**config.mk**
```make
export PLATFORM = sky130hd
export DESIGN_NAME = blood_ph_monitor
export DESIGN_NICKNAME = d
export VERILOG_FILES = /design/src/rtl/blood_ph_monitor.sv
export SDC_FILE = /design/constraint.sdc
export NUM_CORES = 1
export LEC_CHECK = 0
export BUFFER_PORTS_ARGS = -buffer_cell sky130_fd_sc_hd__buf_2
export CAP_MARGIN = 30
export CORE_MARGIN = 1
export CORE_UTILIZATION = 53
export CTS_CLUSTER_SIZE = 8
export DETAILED_ROUTE_END_ITERATION = 8
export GPL_ROUTABILITY_DRIVEN = 0
export PLACE_DENSITY_LB_ADDON = 0.15
export SYNTH_ARGS = -nofsm -noshare
export SYNTH_HDL_FRONTEND = slang
export SYNTH_SLANG_ARGS = --single-unit
```
**constraint.sdc**
```tcl
create_clock -name clk -period 2.1 [get_ports clk]
set_clock_uncertainty 0.1 [all_clocks]
set_input_delay 0.315 -clock clk [delete_from_list [all_inputs] [get_ports clk]]
set_output_delay 0.315 -clock clk [all_outputs]
set_load 0.005 [all_outputs]
```
**src/rtl/blood_ph_monitor.sv**
```systemverilog
// Blood-pH monitor: classifies each valid pH sample as LOW/NORMAL/HIGH/FAULT,
// confirms acidosis (abnormalityP) or alkalosis (abnormalityQ) after a run of
// CONFIRM_CNT same-direction samples, and releases an alarm after CLEAR_CNT
// consecutive normal samples. FAULT samples are counted and otherwise ignored.
module blood_ph_monitor #(
  parameter int PH_W        = 4,
  parameter int LOW_TH      = 7,
  parameter int HIGH_TH     = 8,
  parameter int PH_MAX      = 14,
  parameter int CONFIRM_CNT = 3,
  parameter int CLEAR_CNT   = 2,
  parameter int FAULT_W     = 8
) (
  input  logic               clk,
  input  logic               rst_n,
  input  logic [PH_W-1:0]    bloodPH,
  input  logic               sampleValid,
  output logic               abnormalityP,
  output logic               abnormalityQ,
  output logic               alarmEvent,
  output logic               sensorFault,
  output logic [FAULT_W-1:0] faultCount
);

  localparam int RUN_MAX = (CONFIRM_CNT > CLEAR_CNT) ? CONFIRM_CNT : CLEAR_CNT;
  localparam int CNT_W   = $clog2(RUN_MAX + 1);

  localparam logic [CNT_W-1:0]   CONFIRM_V = CNT_W'(CONFIRM_CNT);
  localparam logic [CNT_W-1:0]   CLEAR_V   = CNT_W'(CLEAR_CNT);
  localparam logic [CNT_W-1:0]   CNT_ONE   = CNT_W'(1);
  localparam logic [FAULT_W-1:0] FC_ONE    = FAULT_W'(1);

  typedef enum logic [2:0] {
    NORMAL,
    SUSP_LOW,
    SUSP_HIGH,
    ALARM_LOW,
    ALARM_HIGH
  } stateT;

  typedef enum logic [1:0] {
    CLS_LOW,
    CLS_NORMAL,
    CLS_HIGH,
    CLS_FAULT
  } sampleClassT;

  // With a single-sample confirmation a run starts directly in the alarm state.
  localparam stateT           LOW_ENTRY  = (CONFIRM_CNT == 1) ? ALARM_LOW  : SUSP_LOW;
  localparam stateT           HIGH_ENTRY = (CONFIRM_CNT == 1) ? ALARM_HIGH : SUSP_HIGH;
  localparam logic [CNT_W-1:0] ENTRY_CNT = (CONFIRM_CNT == 1) ? '0 : CNT_ONE;

  stateT           state;
  stateT           stateNext;
  logic [CNT_W-1:0] cnt;
  logic [CNT_W-1:0] cntNext;
  logic [CNT_W-1:0] cntInc;
  sampleClassT     sampleClass;
  int              sampleVal;

  assign sampleVal = int'(bloodPH);
  assign cntInc    = cnt + CNT_ONE;

  // Classify the incoming sample; FAULT takes precedence over LOW/HIGH.
  always_comb begin
    // NOTE: every combinational output gets a default first so no path leaves it unassigned (no latch).
    sampleClass = CLS_NORMAL;
    if (sampleVal > PH_MAX)       sampleClass = CLS_FAULT;
    else if (sampleVal < LOW_TH)  sampleClass = CLS_LOW;
    else if (sampleVal > HIGH_TH) sampleClass = CLS_HIGH;
  end

  // Next state and run counter for an accepted non-fault sample.
  always_comb begin
    stateNext = state;
    cntNext   = cnt;
    if (sampleValid && sampleClass != CLS_FAULT) begin
      unique case (state)
        NORMAL, SUSP_LOW, SUSP_HIGH: begin
          unique case (sampleClass)
            CLS_LOW: begin
              if (state == SUSP_LOW) begin
                if (cntInc == CONFIRM_V) begin
                  stateNext = ALARM_LOW;
                  cntNext   = '0;
                end else begin
                  cntNext = cntInc;
                end
              end else begin
                stateNext = LOW_ENTRY;
                cntNext   = ENTRY_CNT;
              end
            end
            CLS_HIGH: begin
              if (state == SUSP_HIGH) begin
                if (cntInc == CONFIRM_V) begin
                  stateNext = ALARM_HIGH;
                  cntNext   = '0;
                end else begin
                  cntNext = cntInc;
                end
              end else begin
                stateNext = HIGH_ENTRY;
                cntNext   = ENTRY_CNT;
              end
            end
            default: begin
              stateNext = NORMAL;
              cntNext   = '0;
            end
          endcase
        end
        ALARM_LOW: begin
          unique case (sampleClass)
            CLS_LOW: cntNext = '0;
            CLS_HIGH: begin
              stateNext = HIGH_ENTRY;
              cntNext   = ENTRY_CNT;
            end
            default: begin
              if (cntInc == CLEAR_V) begin
                stateNext = NORMAL;
                cntNext   = '0;
              end else begin
                cntNext = cntInc;
              end
            end
          endcase
        end
        ALARM_HIGH: begin
          unique case (sampleClass)
            CLS_HIGH: cntNext = '0;
            CLS_LOW: begin
              stateNext = LOW_ENTRY;
              cntNext   = ENTRY_CNT;
            end
            default: begin
              if (cntInc == CLEAR_V) begin
                stateNext = NORMAL;
                cntNext   = '0;
              end else begin
                cntNext = cntInc;
              end
            end
          endcase
        end
        default: begin
          stateNext = NORMAL;
          cntNext   = '0;
        end
      endcase
    end
  end

  // State register plus registered alarm, event and fault outputs.
  always_ff @(posedge clk or negedge rst_n) begin
    if (!rst_n) begin
      state        <= NORMAL;
      cnt          <= '0;
      abnormalityP <= 1'b0;
      abnormalityQ <= 1'b0;
      alarmEvent   <= 1'b0;
      sensorFault  <= 1'b0;
      faultCount   <= '0;
    end else begin
      // NOTE: non-blocking assignments so every register samples pre-edge values.
      alarmEvent  <= 1'b0;
      sensorFault <= 1'b0;
      if (sampleValid) begin
        state        <= stateNext;
        cnt          <= cntNext;
        abnormalityP <= (stateNext == ALARM_LOW);
        abnormalityQ <= (stateNext == ALARM_HIGH);
        alarmEvent   <= ((stateNext == ALARM_LOW)  && !abnormalityP) ||
                        ((stateNext == ALARM_HIGH) && !abnormalityQ);
        if (sampleClass == CLS_FAULT) begin
          sensorFault <= 1'b1;
          if (faultCount != '1) faultCount <= faultCount + FC_ONE;
        end
      end
    end
  end

endmodule

```
Word-level counts from Yosys, hierarchy flattened
Cells that the tools add are included.
Widths: inputs -> output; s select.
- word-level logic and storage cells: 59
- bits in registers: 17
- bits of input ports: 7
- output and inout bits: 12
- add/sub/neg operators: 2
- equal/unequal tests: 12
- $lt $le $gt $ge: 3
- reductions and logical operators: 11
- muxes and demuxes: 24
- operator list (cell ; count):
    $mux 3 ; 6
    $pmux 3 s2 ; 3
    $mux 2 ; 7
    $pmux 2 s2 ; 3
    $eq 3x2->1 const B ; 3
    $pmux 3 s3 ; 1
    $add 8x1->8 const B ; 1
    $eq 2x2->1 const B ; 4
    $gt 4x4->1 const B ; 2
    $ne 8x8->1 const B ; 1
    $eq 3x3->1 const B ; 2
    $pmux 2 s3 ; 1
    $lt 4x3->1 const B ; 1
    $eq 3x1->1 const B ; 1
    $logic_and 1x1->1 ; 3
    $logic_not 3->1 ; 1
    $mux 1 ; 3
    $reduce_and 3->1 ; 1
    $reduce_or 3->1 ; 1
    $add 2x1->2 const B ; 1
    $logic_not 1->1 ; 2
    $logic_not 2->1 ; 1
    $ne 2x2->1 const B ; 1
    $reduce_and 2->1 ; 1
    $logic_or 1x1->1 ; 1

Longest topological paths before layout
- depth in word-level cells: 12
- mapped depth: 7
- gate-level depth less buffers: 6

Worst setup path after synthesis
No wires, ideal clock.
- kind: input-to-reg
- start: input bloodPH[2]
- end: register abnormalityQ
- buffers on the path: 0
- cell stages on the path: 6
- path slack: 0.151 ns
- data required time: 1.875 ns
- setup time: 0.125 ns
- arrival time: 1.724 ns
- cell sequence: or3_1 > and3_2 > nor4b_2 > o21ai_0 > and3b_1 > mux2_2
- word-level cells in the longest chain between the ends: 9
- elaborated cells on any way between the ends: 16
- classes of those cells: 3 x order compare; 3 x eq/ne; 8 x mux; 2 x reduce/logical
- ends and longest elaborated chain (what ; RTL line ; text):
    from (decl) ; 16 ; input logic [PH_W-1:0] bloodPH,
    $gt 4x4->1 ; 70 ; else if (sampleVal > HIGH_TH) sampleClass = CLS_HIGH;
    $mux 2 ; 70 ;
    $mux 2 ; 69 ; else if (sampleVal < LOW_TH) sampleClass = CLS_LOW;
    $mux 2 * ; 68 ; if (sampleVal > PH_MAX) sampleClass = CLS_FAULT;
    $eq 2x2->1 or $logic_not 2->1 (tied branches) ; 80, 114, 131 ;
    $pmux 3 s2, on equally long branches ; 131, 114, 80 ;
    $pmux 3 s3 ; 78 ; unique case (state)
    $mux 3 * ; 77 ; if (sampleValid && sampleClass != CLS_FAULT) begin
    $eq 3x3->1 * ; 173 ; abnormalityQ <= (stateNext == ALARM_HIGH);
    to (signal assigned) ; 173 ;
    to (decl) ; 19 ; output logic abnormalityQ,
Mark *: on every way between the ends. The rest lies on a longest branch, timed or not.
A chain may end at the register's enable or synchronous reset.

Worst setup path in the final report
- start: register state[0]
- end: register abnormalityQ
- word-level cells in the longest chain between the ends: 6
- elaborated cells on any way between the ends: 17
- classes of those cells: 5 x eq/ne; 10 x mux; 2 x reduce/logical
- ends and longest elaborated chain (what ; RTL line ; text):
    from (decl) ; 53 ; stateT state;
    from (signal assigned) ; 170 ; state <= stateNext;
    $eq 3x2->1, or another cell as far along ; 78, 95 ;
    $mux 3, on equally long branches ; 95, 82 ;
    $pmux 3 s2 ; 80 ; unique case (sampleClass)
    $pmux 3 s3 ; 78 ;
    $mux 3 * ; 77 ;
    $eq 3x3->1 * ; 173 ;
Marks and branches as above.

==> flow_summary.toml <==
[route]
drt_wl_total_um = 2440
vias = 938
drc = 0
dr.pass1.iters = 4
routedWlPerCell_um = 15.0
ant_nets = 0
routed_via_density = 5.75
first_iter_violations = 26

[layout]
nFillCells = 137
diodes = 0
drive_above_1_share = 0.370
final_util = 0.721
area_growth_pct = 24.8
fin_nets = 147
stdcell_area_mm2 = 0.00128

[sta]
period_share = 0.978
worst_pin_slew_ns = 0.381
slew_headroom = 0.742
max_clock_freq_mhz = 487
setup_viol = 0
drv_slew = 0
finalHoldViolCount = 0
period_minus_slack_ns = 2.05
fin_hold_ws_ns = 0.230

[synth]
yosys_warnings = 0
synth-edff-count = 0
async_flop_share = 1.00
yosysSeqAreaShare = 0.413
syn-num-nets = 112
synth_cell_types = 44
ys_ff_latch = 17
synth_top_cells_by_count = "dfrtp_1 (17), nand2_1 (8), a21oi_1 (6), inv_1 (6)"
synth.cell_area_mm2 = 0.00103
synthTopCellsByArea = "dfrtp_1 (41%), xnor2_1 (3.4%), a21oi_1 (2.9%)"
synth_most_common_cell = "dfrtp_1"
synth_top_area_frac = 0.413
syn_area_per_cell_um2 = 9.90
synthCells = 104
synth_largest_area_cell = "dfrtp_1"
synth-main-ff-cell = "dfrtp_1"

[floorplan]
core_area_mm2 = 0.00178
dieWidth_um = 46.1
die_area_mm2 = 0.00212
die_h_um = 46.1
start_util = 0.578
io_pins = 19
rows = 15

[clock_network]
cts-root-buf = "clkbuf_4"
cts.sink_count = 17
htreeDepth = 1
clk_path_buf_depth = 2
cts.clk_slew.worst_paths_ns = 0.10
cts_tree = "yes"
cts-buffers-inserted = 3
clk_latency_ns = 0.30

[global_route]
grt_use_total = 0.257
grt_max_degree = 18
grt-ovfl-total = 0
grt_first_pass_wirelength_um = 3820
grt_pass1_vias = 883
antenna_found_initial = 0

[pwr]
ir_drop_uv = 638
p_leak_nw = 0.619
powerDensity_mw_per_mm2 = 953
total_power_mw = 1.23

[setup_path]
crit_path_max_fanout = 5
worst_ep_required_time_ns = 2.19
rr_startpoint = "state[0]$_DFFE_PN0P_"
critPathCaptureType = "register"
r2r_end = "abnormalityQ$_DFFE_PN0P_"
arrival_ns = 2.15
r2r_slack_ns = 0.05
start_kind = "register"
critPathKind = "reg2reg"
ff2ff_path_depth = 6

[min_path]
holdPathStages = 2
min_path_type = "in2reg"
worstHoldStart = "sampleValid"
min_to = "abnormalityP$_DFFE_PN0P_"

[run_status]
status = "finished clean"

[job]
drv_cap = 0

[placed_design]
dpl_cell_area_mm2 = 0.00120
dp_hpwl_um = 1700
port_buffers = 18
[kinds of logic (layout without fill, tap and decap cells)]
logic type | Yosys count | after routing | synth area share
flops | 17 | 17 | 0.413
xor+xnor | 7 | 7 | 0.0595
mux | 2 | 2 | 0.0219
simple gates | 42 | 42 | 0.259
fa+ha+maj | 1 | 1 | 0.0121
buf+inv | 9 | 43 | 0.0595
compound gates | 26 | 26 | 0.175
[critical path: stages (launching register included)]
cell       delay [ns]
dfrtp_1          0.43
nand2b_1         0.18
nand4bb_4        0.26
o32ai_2          0.31
a211o_1          0.20
and3b_1          0.21
mux2_2           0.26
[cell usage in the layout (no fill, tap or decap), types with 2 or more instances in the layout]
cell type and n:
nor2_1 5, inv_1 6, mux2_2 2, buf_2 18, or3_1 2, xnor2_1 4
dfrtp_1 17, nand3_1 5, nand3b_1 2, o21ai_0 5, o21a_1 3, nand2_1 8
and2b_1 2, a21oi_1 6, and3_2 3, buf_4 14, xor2_1 3, clkbuf_4 3
nand4_1 3
[sequential cells by signal, summed over array words and instances (netlist names)]
register / flops
faultCount: 8
state: 3
cnt: 2
abnormalityP: 1
abnormalityQ: 1
alarmEvent: 1
sensorFault: 1
[layout make-up]
class                      count  area (um^2)  share of cell area
inverter                       6         22.5              0.0175
sequential                    17          425               0.331
clock buffer                   3         22.5              0.0175
tap                           25         31.3              0.0243
clock inverter                 1         5.00             0.00389
timing repair buffer          33          205               0.160
multi-input combinational     78          573               0.446
[timing repair]
action	CTS	global route
setup endpoints to repair	0	3
hold buffers	1	0
gates resized for setup	0	5
endpoints found under the hold margin	17	0
setup buffers	0	2
[metrics by stage]
step           setup WS, ns  cells  setup TNS [ns]
2_1_floorplan         0.151    104               0
3_3_place_gp        -0.0339    156         -0.0444
3_5_place_dp        -0.0737    156          -0.110
4_1_cts              0.0800    161               0
5_1_grt             -0.0621    163         -0.0787
6_report             0.0472    163               0
[how the worst max path moves through the flow]
stage,slack [ns],cells past startpoint,from,end
final,0.05,6,state[0]$_DFFE_PN0P_,abnormalityQ$_DFFE_PN0P_
after global routing,-0.06,6,state[0]$_DFFE_PN0P_,abnormalityQ$_DFFE_PN0P_
after CTS,0.08,6,state[0]$_DFFE_PN0P_,abnormalityQ$_DFFE_PN0P_
after detailed placement,-0.07,7,bloodPH[2],alarmEvent$_DFF_PN0_
after global placement,-0.03,7,bloodPH[2],alarmEvent$_DFF_PN0_
after floorplan,0.15,6,bloodPH[2],abnormalityQ$_DFFE_PN0P_
[report_power, final]
part / total [mW] / internal, mW / switching (mW)
logic: 0.545 / 0.298 / 0.247
registers: 0.499 / 0.402 / 0.0975
clock network: 0.181 / 0.0710 / 0.110
[per-layer routing]
layer  global-route usage  vias up  wire, um
met2                0.408       39      1200
met5                    0        -         0
met1                0.350      442      1070
li1                     -      453         -
met4               0.0882        0        23
met3               0.0471        4       152
(Power assumes the default switching activity.)
